### config.mk
export PLATFORM = sky130hd
export DESIGN_NAME = div_unit
export DESIGN_NICKNAME = d
export VERILOG_FILES = /design/src/rtl/div_unit.sv
export SDC_FILE = /design/constraint.sdc
export NUM_CORES = 1
export LEC_CHECK = 0
export CAP_MARGIN = 0
export CORE_ASPECT_RATIO = 2
export CORE_MARGIN = 2
export CORE_UTILIZATION = 55
export CTS_CLUSTER_SIZE = 16
export DETAILED_ROUTE_END_ITERATION = 10
export PLACE_DENSITY = 0.76
export SKIP_CTS_REPAIR_TIMING = 1
export SLEW_MARGIN = 20
export SYNTH_ARGS = -nofsm -noshare
export SYNTH_HDL_FRONTEND = slang
export SYNTH_SLANG_ARGS = --single-unit
### constraint.sdc
create_clock -name clk -period 3.3 [get_ports clk]
set_input_delay 0.495 -clock clk [delete_from_list [all_inputs] [get_ports clk]]
set_output_delay 0.495 -clock clk [all_outputs]
set_load 0.01 [all_outputs]
### src/rtl/div_unit.sv
`default_nettype none
// ============================================================================
//  Module      : div_unit
//  Description : Iterative restoring divider for DIV/DIVU/REM/REMU. It retires
//                one quotient bit per cycle, so every operation takes a fixed
//                N+2 cycles from start to done.
//  Revision    : 1.0 - initial release
// ============================================================================
module div_unit #(
    parameter int N = 32
) (
    input  logic         clk,
    input  logic         rst_n,
    input  logic         start,
    input  logic [1:0]   op,
    input  logic [N-1:0] dividend,
    input  logic [N-1:0] divisor,
    output logic         busy,
    output logic         done,
    output logic [N-1:0] result
);

    localparam int                 c_cnt_w    = $clog2(N + 1);
    localparam logic [c_cnt_w-1:0] c_cnt_last = c_cnt_w'(N);
    localparam logic [c_cnt_w-1:0] c_cnt_one  = c_cnt_w'(1);
    localparam logic [N-1:0]       c_int_min  = {1'b1, {(N-1){1'b0}}};

    typedef enum logic [1:0] {
        S_IDLE = 2'd0,
        S_ITER = 2'd1,
        S_DONE = 2'd2
    } state_t;

    state_t         r_state_q,  w_state_d;
    logic           r_busy_q,   w_busy_d;
    logic           r_done_q,   w_done_d;
    logic [N-1:0]   r_result_q, w_result_d;
    logic           r_is_rem_q, w_is_rem_d;     // op[1]: remainder requested
    logic           r_div0_q,   w_div0_d;
    logic           r_ovf_q,    w_ovf_d;
    logic           r_qsign_q,  w_qsign_d;
    logic           r_rsign_q,  w_rsign_d;
    logic [N-1:0]   r_dvsr_q,   w_dvsr_d;       // divisor magnitude
    logic [N:0]     r_rem_q,    w_rem_d;        // partial remainder, bit N = borrow
    logic [N-1:0]   r_quo_q,    w_quo_d;        // dividend magnitude / quotient bits
    logic [c_cnt_w-1:0] r_cnt_q, w_cnt_d;

    // Operand decode for the accept cycle; op[0]=0 selects the signed variants.
    logic           w_signed;
    logic           w_dvd_neg;
    logic           w_dvs_neg;
    logic [N-1:0]   w_dvd_mag;
    logic [N-1:0]   w_dvs_mag;

    assign w_signed  = ~op[0];
    assign w_dvd_neg = w_signed & dividend[N-1];
    assign w_dvs_neg = w_signed & divisor[N-1];
    assign w_dvd_mag = w_dvd_neg ? (~dividend + 1'b1) : dividend;
    assign w_dvs_mag = w_dvs_neg ? (~divisor + 1'b1) : divisor;

    // One restoring step: shift the next dividend bit in, trial-subtract.
    logic [N:0]     w_shift;
    logic [N:0]     w_diff;

    assign w_shift = {r_rem_q[N-1:0], r_quo_q[N-1]};
    assign w_diff  = w_shift - {1'b0, r_dvsr_q};

    // The remainder never reaches 2^N between steps, so bit N is only a borrow.
    logic           w_unused_rem_msb;
    assign w_unused_rem_msb = r_rem_q[N];

    // Sign fix-up and special-case overrides applied to the finished iteration.
    logic [N-1:0]   w_quo_fix;
    logic [N-1:0]   w_rem_fix;
    logic [N-1:0]   w_final;

    assign w_quo_fix = r_qsign_q ? (~r_quo_q + 1'b1) : r_quo_q;
    assign w_rem_fix = r_rsign_q ? (~r_rem_q[N-1:0] + 1'b1) : r_rem_q[N-1:0];

    // Divide-by-zero leaves the dividend magnitude in the remainder, and the
    // remainder sign fix-up turns it back into the original dividend.
    always_comb begin
        w_final = r_is_rem_q ? w_rem_fix : w_quo_fix;
        if (r_div0_q && !r_is_rem_q) begin
            w_final = '1;
        end else if (r_ovf_q) begin
            w_final = r_is_rem_q ? '0 : c_int_min;
        end
    end

    // Next-state and datapath update for the IDLE/ITER/DONE sequence.
    always_comb begin
        w_state_d  = r_state_q;
        w_busy_d   = r_busy_q;
        w_done_d   = 1'b0;
        w_result_d = r_result_q;
        w_is_rem_d = r_is_rem_q;
        w_div0_d   = r_div0_q;
        w_ovf_d    = r_ovf_q;
        w_qsign_d  = r_qsign_q;
        w_rsign_d  = r_rsign_q;
        w_dvsr_d   = r_dvsr_q;
        w_rem_d    = r_rem_q;
        w_quo_d    = r_quo_q;
        w_cnt_d    = r_cnt_q;
        case (r_state_q)
            S_IDLE: begin
                if (start) begin
                    w_state_d  = S_ITER;
                    w_busy_d   = 1'b1;
                    w_is_rem_d = op[1];
                    w_div0_d   = (divisor == '0);
                    w_ovf_d    = w_signed && (dividend == c_int_min) && (divisor == '1);
                    w_qsign_d  = w_dvd_neg ^ w_dvs_neg;
                    w_rsign_d  = w_dvd_neg;
                    w_dvsr_d   = w_dvs_mag;
                    w_rem_d    = '0;
                    w_quo_d    = w_dvd_mag;
                    w_cnt_d    = '0;
                end
            end
            S_ITER: begin
                if (r_cnt_q == c_cnt_last) begin
                    w_state_d  = S_DONE;
                    w_result_d = w_final;
                    w_done_d   = 1'b1;
                end else begin
                    if (!w_diff[N]) begin
                        w_rem_d = w_diff;
                        w_quo_d = {r_quo_q[N-2:0], 1'b1};
                    end else begin
                        w_rem_d = w_shift;
                        w_quo_d = {r_quo_q[N-2:0], 1'b0};
                    end
                    w_cnt_d = r_cnt_q + c_cnt_one;
                end
            end
            S_DONE: begin
                w_state_d = S_IDLE;
                w_busy_d  = 1'b0;
            end
            default: begin
                w_state_d = S_IDLE;
                w_busy_d  = 1'b0;
            end
        endcase
    end

    // State register with synchronous active-low reset.
    always_ff @(posedge clk) begin
        if (!rst_n) begin
            r_state_q  <= S_IDLE;
            r_busy_q   <= 1'b0;
            r_done_q   <= 1'b0;
            r_result_q <= '0;
            r_is_rem_q <= 1'b0;
            r_div0_q   <= 1'b0;
            r_ovf_q    <= 1'b0;
            r_qsign_q  <= 1'b0;
            r_rsign_q  <= 1'b0;
            r_dvsr_q   <= '0;
            r_rem_q    <= '0;
            r_quo_q    <= '0;
            r_cnt_q    <= '0;
        end else begin
            r_state_q  <= w_state_d;
            r_busy_q   <= w_busy_d;
            r_done_q   <= w_done_d;
            r_result_q <= w_result_d;
            r_is_rem_q <= w_is_rem_d;
            r_div0_q   <= w_div0_d;
            r_ovf_q    <= w_ovf_d;
            r_qsign_q  <= w_qsign_d;
            r_rsign_q  <= w_rsign_d;
            r_dvsr_q   <= w_dvsr_d;
            r_rem_q    <= w_rem_d;
            r_quo_q    <= w_quo_d;
            r_cnt_q    <= w_cnt_d;
        end
    end

    assign busy   = r_busy_q;
    assign done   = r_done_q;
    assign result = r_result_q;

endmodule
`default_nettype wire

==> flow_metrics.tcl, run 1 <==
set metrics [dict create \
    antenna_found_initial 0 \
    cts_tree "yes" \
    setup_viol 0 \
    grt_max_degree 54 \
    p_int_w 0.00538 \
    ys_ff_latch 143 \
    regToRegSetupSlack_ns 0.25 \
    totalWireLength_mm 32.4 \
    fill_cells 1596 \
    cts_buffer_depth 2 \
    path_buf_inv 0 \
    num_antenna_cells 0 \
    critPathRequiredTime_ns 3.63 \
    core-area_mm2 0.0183 \
    crit_path_end_kind "flop" \
    syn_to_final_growth_pct 19.4 \
    worst_pin_slew_ns 0.895 \
    fp-row-count 70 \
    topRoutingLayerUsed "met4" \
    final_max_slew_viol_count 0 \
    met1_length_mm 11.3 \
    arrival_ns 3.38 \
    place_inst 1634 \
    drt_iter0_drc 472 \
    grt_overflow_total 0 \
    synth_warnings 0 \
    synth.distinct_cells 67 \
    initial_utilization_pct 56.3 \
    switchingPower_w 0.00463 \
    synth_ff_type "dfxtp_1" \
    cts_sinks 143 \
    outcome "finished, final reports clean" \
    drc 0 \
    layout-drive-gt1-share_pct 7.17 \
    multi_input_area_mm2 0.00697 \
    p_leak_nw 4.97 \
    insertion_delay_ns 0.44 \
    cp_max_fo 7 \
    postSynthAreaPerCell_um2 7.69 \
    final_antenna_net_count 0 \
    tns_ns 0 \
    gp_congestion 1.04 \
    critPathSlowestCell "or4_1" \
    drtPass1Iterations 5 \
    async_flop_share_pct 0 \
    wire_per_inst_um 19.5 \
    clockPowerShare_pct 18.9 \
    port_buffers 102 \
    synth_top_area_share_pct 27.8 \
    synth_seq_area_share_pct 27.8 \
    stdcell_count 1666 \
    cap_violations 0 \
    power_density_mw_per_mm2 814 \
    yosysMostFrequentCell "nand2_1" \
    grt_pass1_wl_mm 51.3 \
    skew_ns 0.00918 \
    fin_nets 1546 \
    synthTopCellsByArea "dfxtp_1 28%, xor2_1 6.7%, xnor2_1 5.8%" \
    synth_nets 1448 \
    vias_per_cell 6.30 \
    fmax_mhz 328 \
    dp_hpwl_mm 25.2 \
    cp-start-kind "flop" \
    crit_chain "or4_1 > nor3_1 > nand4_1 > o41ai_1 > xor2_1 > o21ai_0 > a22o_1" \
    wl_met2_mm 17.4 \
    swShare_pct 46.3 \
    grtUsageTotal_pct 32.6 \
    die_w_um 101 \
    hold_viol_final 0 \
    ioPinCount 103 \
    fin_crit_sh_pct 92.3 \
    htree_levels 4 \
    synth_cells 1339 \
    peakVddDrop_uv 793 \
    synth_edf_count 0 \
    syn-cell-area_mm2 0.0103 \
    cp_slowest_stage_delay_ns 0.62 \
    grt_pass1_vias 10200 \
    dieHeight_um 198 \
    critPathTopFamily "simple AND/OR/NAND/NOR gates" \
    hp-class "flop to flop" \
    cts-buffers-inserted 17 \
    max_slew_margin_pct 40.3 \
    routed-wl-met3_mm 1.23 \
    rsz0062_at_grt "no" \
    vias 10500 \
    path_clk_slew_ns 0.07 \
    criticalPathCategory "flop to flop" \
    ctsRootBufferMaster "clkbuf_16" \
    p_seq_share_pct 22.5 \
    yosys-top-cells-count "144 x nand2_1, 143 x dfxtp_1, 116 x a21oi_1" \
    power_frac_comb_pct 58.7 \
    fin_crit_ns 3.05 \
    register_area_mm2 0.00286 \
    synth.largest_area_cell "dfxtp_1" \
    die_area_mm2 0.0199 \
]
[sequential cells by signal, summed over array words and instances, names as in the netlist]
register    count
busy            1
done            1
r_cnt_q         6
r_div0_q        1
r_dvsr_q       32
r_is_rem_q      1
r_ovf_q         1
r_qsign_q       1
r_quo_q        32
r_rem_q        32
r_rsign_q       1
r_state_q       2
result         32
[through the flow]
stage / hold WS [ns] / instance area, µm² / setup slack (ns) / total power, W / utilization (%)
6_report: 0.493 / 12300 / 0.254 / 0.0100 / 67.2
5_1_grt: 0.502 / 12300 / 0.0585 / 0.0107 / 67.2
4_1_cts: 0.490 / 12300 / 0.313 / 0.00994 / 67.2
3_5_place_dp: 0.476 / 11700 / 0.0322 / 0.00805 / 64.1
3_3_place_gp: 0.466 / 11700 / 0.106 / 0.00797 / 64.1
2_1_floorplan: 0.448 / 10300 / 0.412 / 0.00631 / -
[final cells by class]
| cell class | instances | share of cell area, % |
|---|---|---|
| clock buffers | 17 | 3.46 |
| inverters | 54 | 1.65 |
| well taps | 216 | 2.20 |
| multi-input cells | 1066 | 56.7 |
| repair buffers | 155 | 11.6 |
| flip-flops and latches | 143 | 23.3 |
| clock inverters | 15 | 1.16 |
[power by group through the flow]
stage	clock [W]	combinational, W	sequential, W
6_report	0.00189	0.00588	0.00225
5_1_grt	0.00198	0.00642	0.00228
4_1_cts	0.00190	0.00580	0.00224
3_5_place_dp	0	0.00578	0.00227
3_3_place_gp	0	0.00570	0.00227
2_1_floorplan	0	0.00410	0.00220
[final timing paths]
path,cells after the start,startpoint,to
worst min-delay path,1,result[22],result[22]
worst min register to register,1,result[22],result[22]
worst max register to register,7,r_quo_q[2],result[24]
worst max-delay path,7,r_quo_q[2],result[24]
[layout by cell type, fill, tap and decap left out, drive strengths merged, types with 8 or more instances in the layout]
master         netlist  routed
nand3               24      24
nor3                22      22
a211o               11      11
a21o                11      11
clkdlybuf4s50        0     101
xor2                79      79
a211oi              24      24
clkbuf              72      17
o211ai              16      16
o31ai               36      36
a21oi              116     116
or3                 13      13
a22o                 8       8
inv                 54      65
xnor2               68      68
o211a               21      21
o41ai               13      13
or4                 16      16
nand4               20      20
dfxtp              143     143
mux2i               18      18
nor2b               42      42
nor4                11      11
nand2b              11      11
ha                  39      39
nand2              144     144
o21ai              108     108
nor2                90      90
buf                  4      54
o22ai               13      13
a32oi               12      12
[worst reg2reg max path, cell delays in order, from the launching register on]
cell and delay (ns):
dfxtp_1 0.37, or4_1 0.62, nor3_1 0.50, nand4_1 0.44, o41ai_1 0.48, xor2_1 0.24
o21ai_0 0.11, a22o_1 0.18
[per-layer routing]
metal,up-vias,track usage (%)
li1,5065,-
met1,4947,31.8
met2,370,60.5
met3,117,4.42
met4,0,23.7
met5,-,0
[kinds of logic (layout without fill, tap and decap cells)]
logic type,after synthesis,count (layout),share of synthesized area [%]
AND/OR/NAND/NOR,423,423,20.4
adder cells (fa/ha/maj),40,40,4.93
buffers and inverters,130,241,4.76
XOR/XNOR,147,147,12.5
AO/OA/AOI/OAI,437,437,27.8
flip-flops,143,143,27.8
multiplexers,19,19,1.86
No activity file was read; power rests on OpenSTA's default activity.
==> inputs of run 2 (changes only) <==
Settings changed: MAX_ROUTING_LAYER set to met4.
==> run 2 against run 1 <==
  * Combinational power is 1% higher
  * Final area is 1.1% higher
  * Sequential cell count stayed put
==> flow_metrics.tcl, run 2 (synthesis gave the netlist of run 1 again) <==
set metrics [dict create \
    hold_start "rst_n" \
    fp-row-count 70 \
    final_util_pct 67.9 \
    grt_pass1_wl_mm 51.5 \
    path_depth 11 \
    ctsRootBufferMaster "clkbuf_16" \
    drc 0 \
    grt_pass1_vias 10100 \
    ioPinCount 103 \
    mostFrequentLayoutCells "144 x nand2_1, 143 x dfxtp_1, 116 x a21oi_1, 101 x clkdlybuf4s50_1, 98 x o21ai_0" \
    cp_slowest_stage_delay_ns 0.39 \
    dieHeight_um 198 \
    peakVddDrop_uv 643 \
    critPathTopFamily "compound AO/OA/AOI/OAI gates" \
    r2r-start "r_dvsr_q[17]" \
    cts_buffer_depth 2 \
    port_buffers 102 \
    crit_chain "inv_1 > ha_1 > a21oi_1 > o211ai_1 > o22ai_1 > a21oi_1 > a21oi_1 > xnor2_2 > buf_4 > nand2_1 > o21ai_0" \
    vias_per_cell 6.26 \
    gp_congestion 1.03 \
    fin_area_mm2 0.0124 \
    wire_per_inst_um 19.7 \
    hp-class "primary input to flop" \
    regToRegSetupSlack_ns 0.29 \
    grtUsageTotal_pct 34.1 \
    num_antenna_cells 0 \
    fin_crit_ns 3.01 \
    cap_violations 0 \
    crit_path_end_kind "flop" \
    fmax_mhz 332 \
    fin_crit_sh_pct 91.3 \
    whs_endpoint "r_dvsr_q[2]" \
    outcome "finished, final reports clean" \
    worst_slack_ns 0.288 \
    die_area_mm2 0.0199 \
    cts_tree "yes" \
    final_max_slew_viol_count 0 \
    cp_max_fo 11 \
    final_common_cell "nand2_1" \
    tns_ns 0 \
    p_leak_nw 5.03 \
    whs_path_depth 2 \
    max_slew_margin_pct 37.9 \
    setup_viol 0 \
    rr_endpoint "r_rem_q[23]" \
    vias 10500 \
    dp_slack_ns 0.115 \
    rsz0062_at_grt "no" \
    cp-start-kind "flop" \
    fin_nets 1556 \
    initial_utilization_pct 56.3 \
    final_antenna_net_count 0 \
    drt_iter0_drc 560 \
    arrival_ns 3.35 \
    skew_ns 0.00941 \
    r2r_cells 11 \
    worst_pin_slew_ns 0.931 \
    die_w_um 101 \
    insertion_delay_ns 0.43 \
    antenna_found_initial 0 \
    dp_hpwl_mm 25.6 \
    criticalPathCategory "flop to flop" \
    path_buf_inv 2 \
    grt_max_degree 54 \
    path_clk_slew_ns 0.06 \
    placed_cell_area_mm2 0.0118 \
    critPathSlowestCell "ha_1" \
    layout-drive-gt1-share_pct 7.81 \
    htree_levels 4 \
    totalWireLength_mm 33.0 \
    cts_sinks 143 \
    hold_viol_final 0 \
    syn_to_final_growth_pct 20.7 \
    cts-buffers-inserted 17 \
    critPathRequiredTime_ns 3.64 \
    power_density_mw_per_mm2 830 \
    drtPass1Iterations 6 \
    crit_top_cell "a21oi_1" \
    core-area_mm2 0.0183 \
    grt_overflow_total 0 \
]
-- run 2: cell count changes in the layout (fill, tap and decap cells not counted), sizes merged --
cell      before  now
buf           54   64
inv           65   55
clkinvlp       0    4
clkbuf        17   19
bufinv         0    4
-- run 2: worst max path at each step --
stage | startpoint | slack, ns | endpoint
5_1_grt | r_quo_q[31] | 0.07 | r_rem_q[27]
2_1_floorplan | r_quo_q[31] | 0.41 | r_rem_q[1]
3_5_place_dp | divisor[4] | 0.11 | r_dvsr_q[29]
3_3_place_gp | divisor[4] | 0.15 | r_dvsr_q[29]
4_1_cts | r_dvsr_q[17] | 0.30 | r_rem_q[23]
6_report | r_dvsr_q[17] | 0.29 | r_rem_q[23]
-- run 2: stage by stage --
step                      power, W  hold slack (ns)  std cells
after CTS                   0.0103            0.451       1676
after floorplan            0.00631            0.448       1339
after detailed placement   0.00816            0.477       1644
after global routing        0.0110            0.460       1676
final                       0.0103            0.451       1676
after global placement     0.00811            0.467       1644
-- run 2: layer usage --
layer	global-route usage [%]	routed length, µm	vias to the layer above
li1	-	-	5086
met1	31.7	11300	4897
met2	60.4	17300	371
met3	4.03	1270	139
met4	28.7	3140	0
met5	-	0	-
-- run 2: worst register-to-register path, delay by kind of cell, from the launching register on --
family,cells,cell delay [ns]
and+or+nand+nor,1,0.18
adders and majority gates,1,0.39
buffers and inverters,2,0.32
AOI/OAI and AO/OA,6,1.55
xor gates and xnor gates,1,0.17
DFF,1,0.31
-- run 2: power breakdown --
part	switching (W)	internal, W	leakage [nW]
registers	0.000333	0.00194	1.17
logic	0.00343	0.00252	3.56
clock network	0.000794	0.00131	0.302
-- run 2: layout make-up --
cell class | count | area, µm²
Inverter | 54 | 203
Clock buffer | 19 | 453
Tap cell | 216 | 270
Clock inverter | 13 | 186
Fill cell | 1547 | 5870
Sequential cell | 143 | 2860
Timing Repair Buffer | 165 | 1490
Multi-Input combinational cell | 1066 | 6970
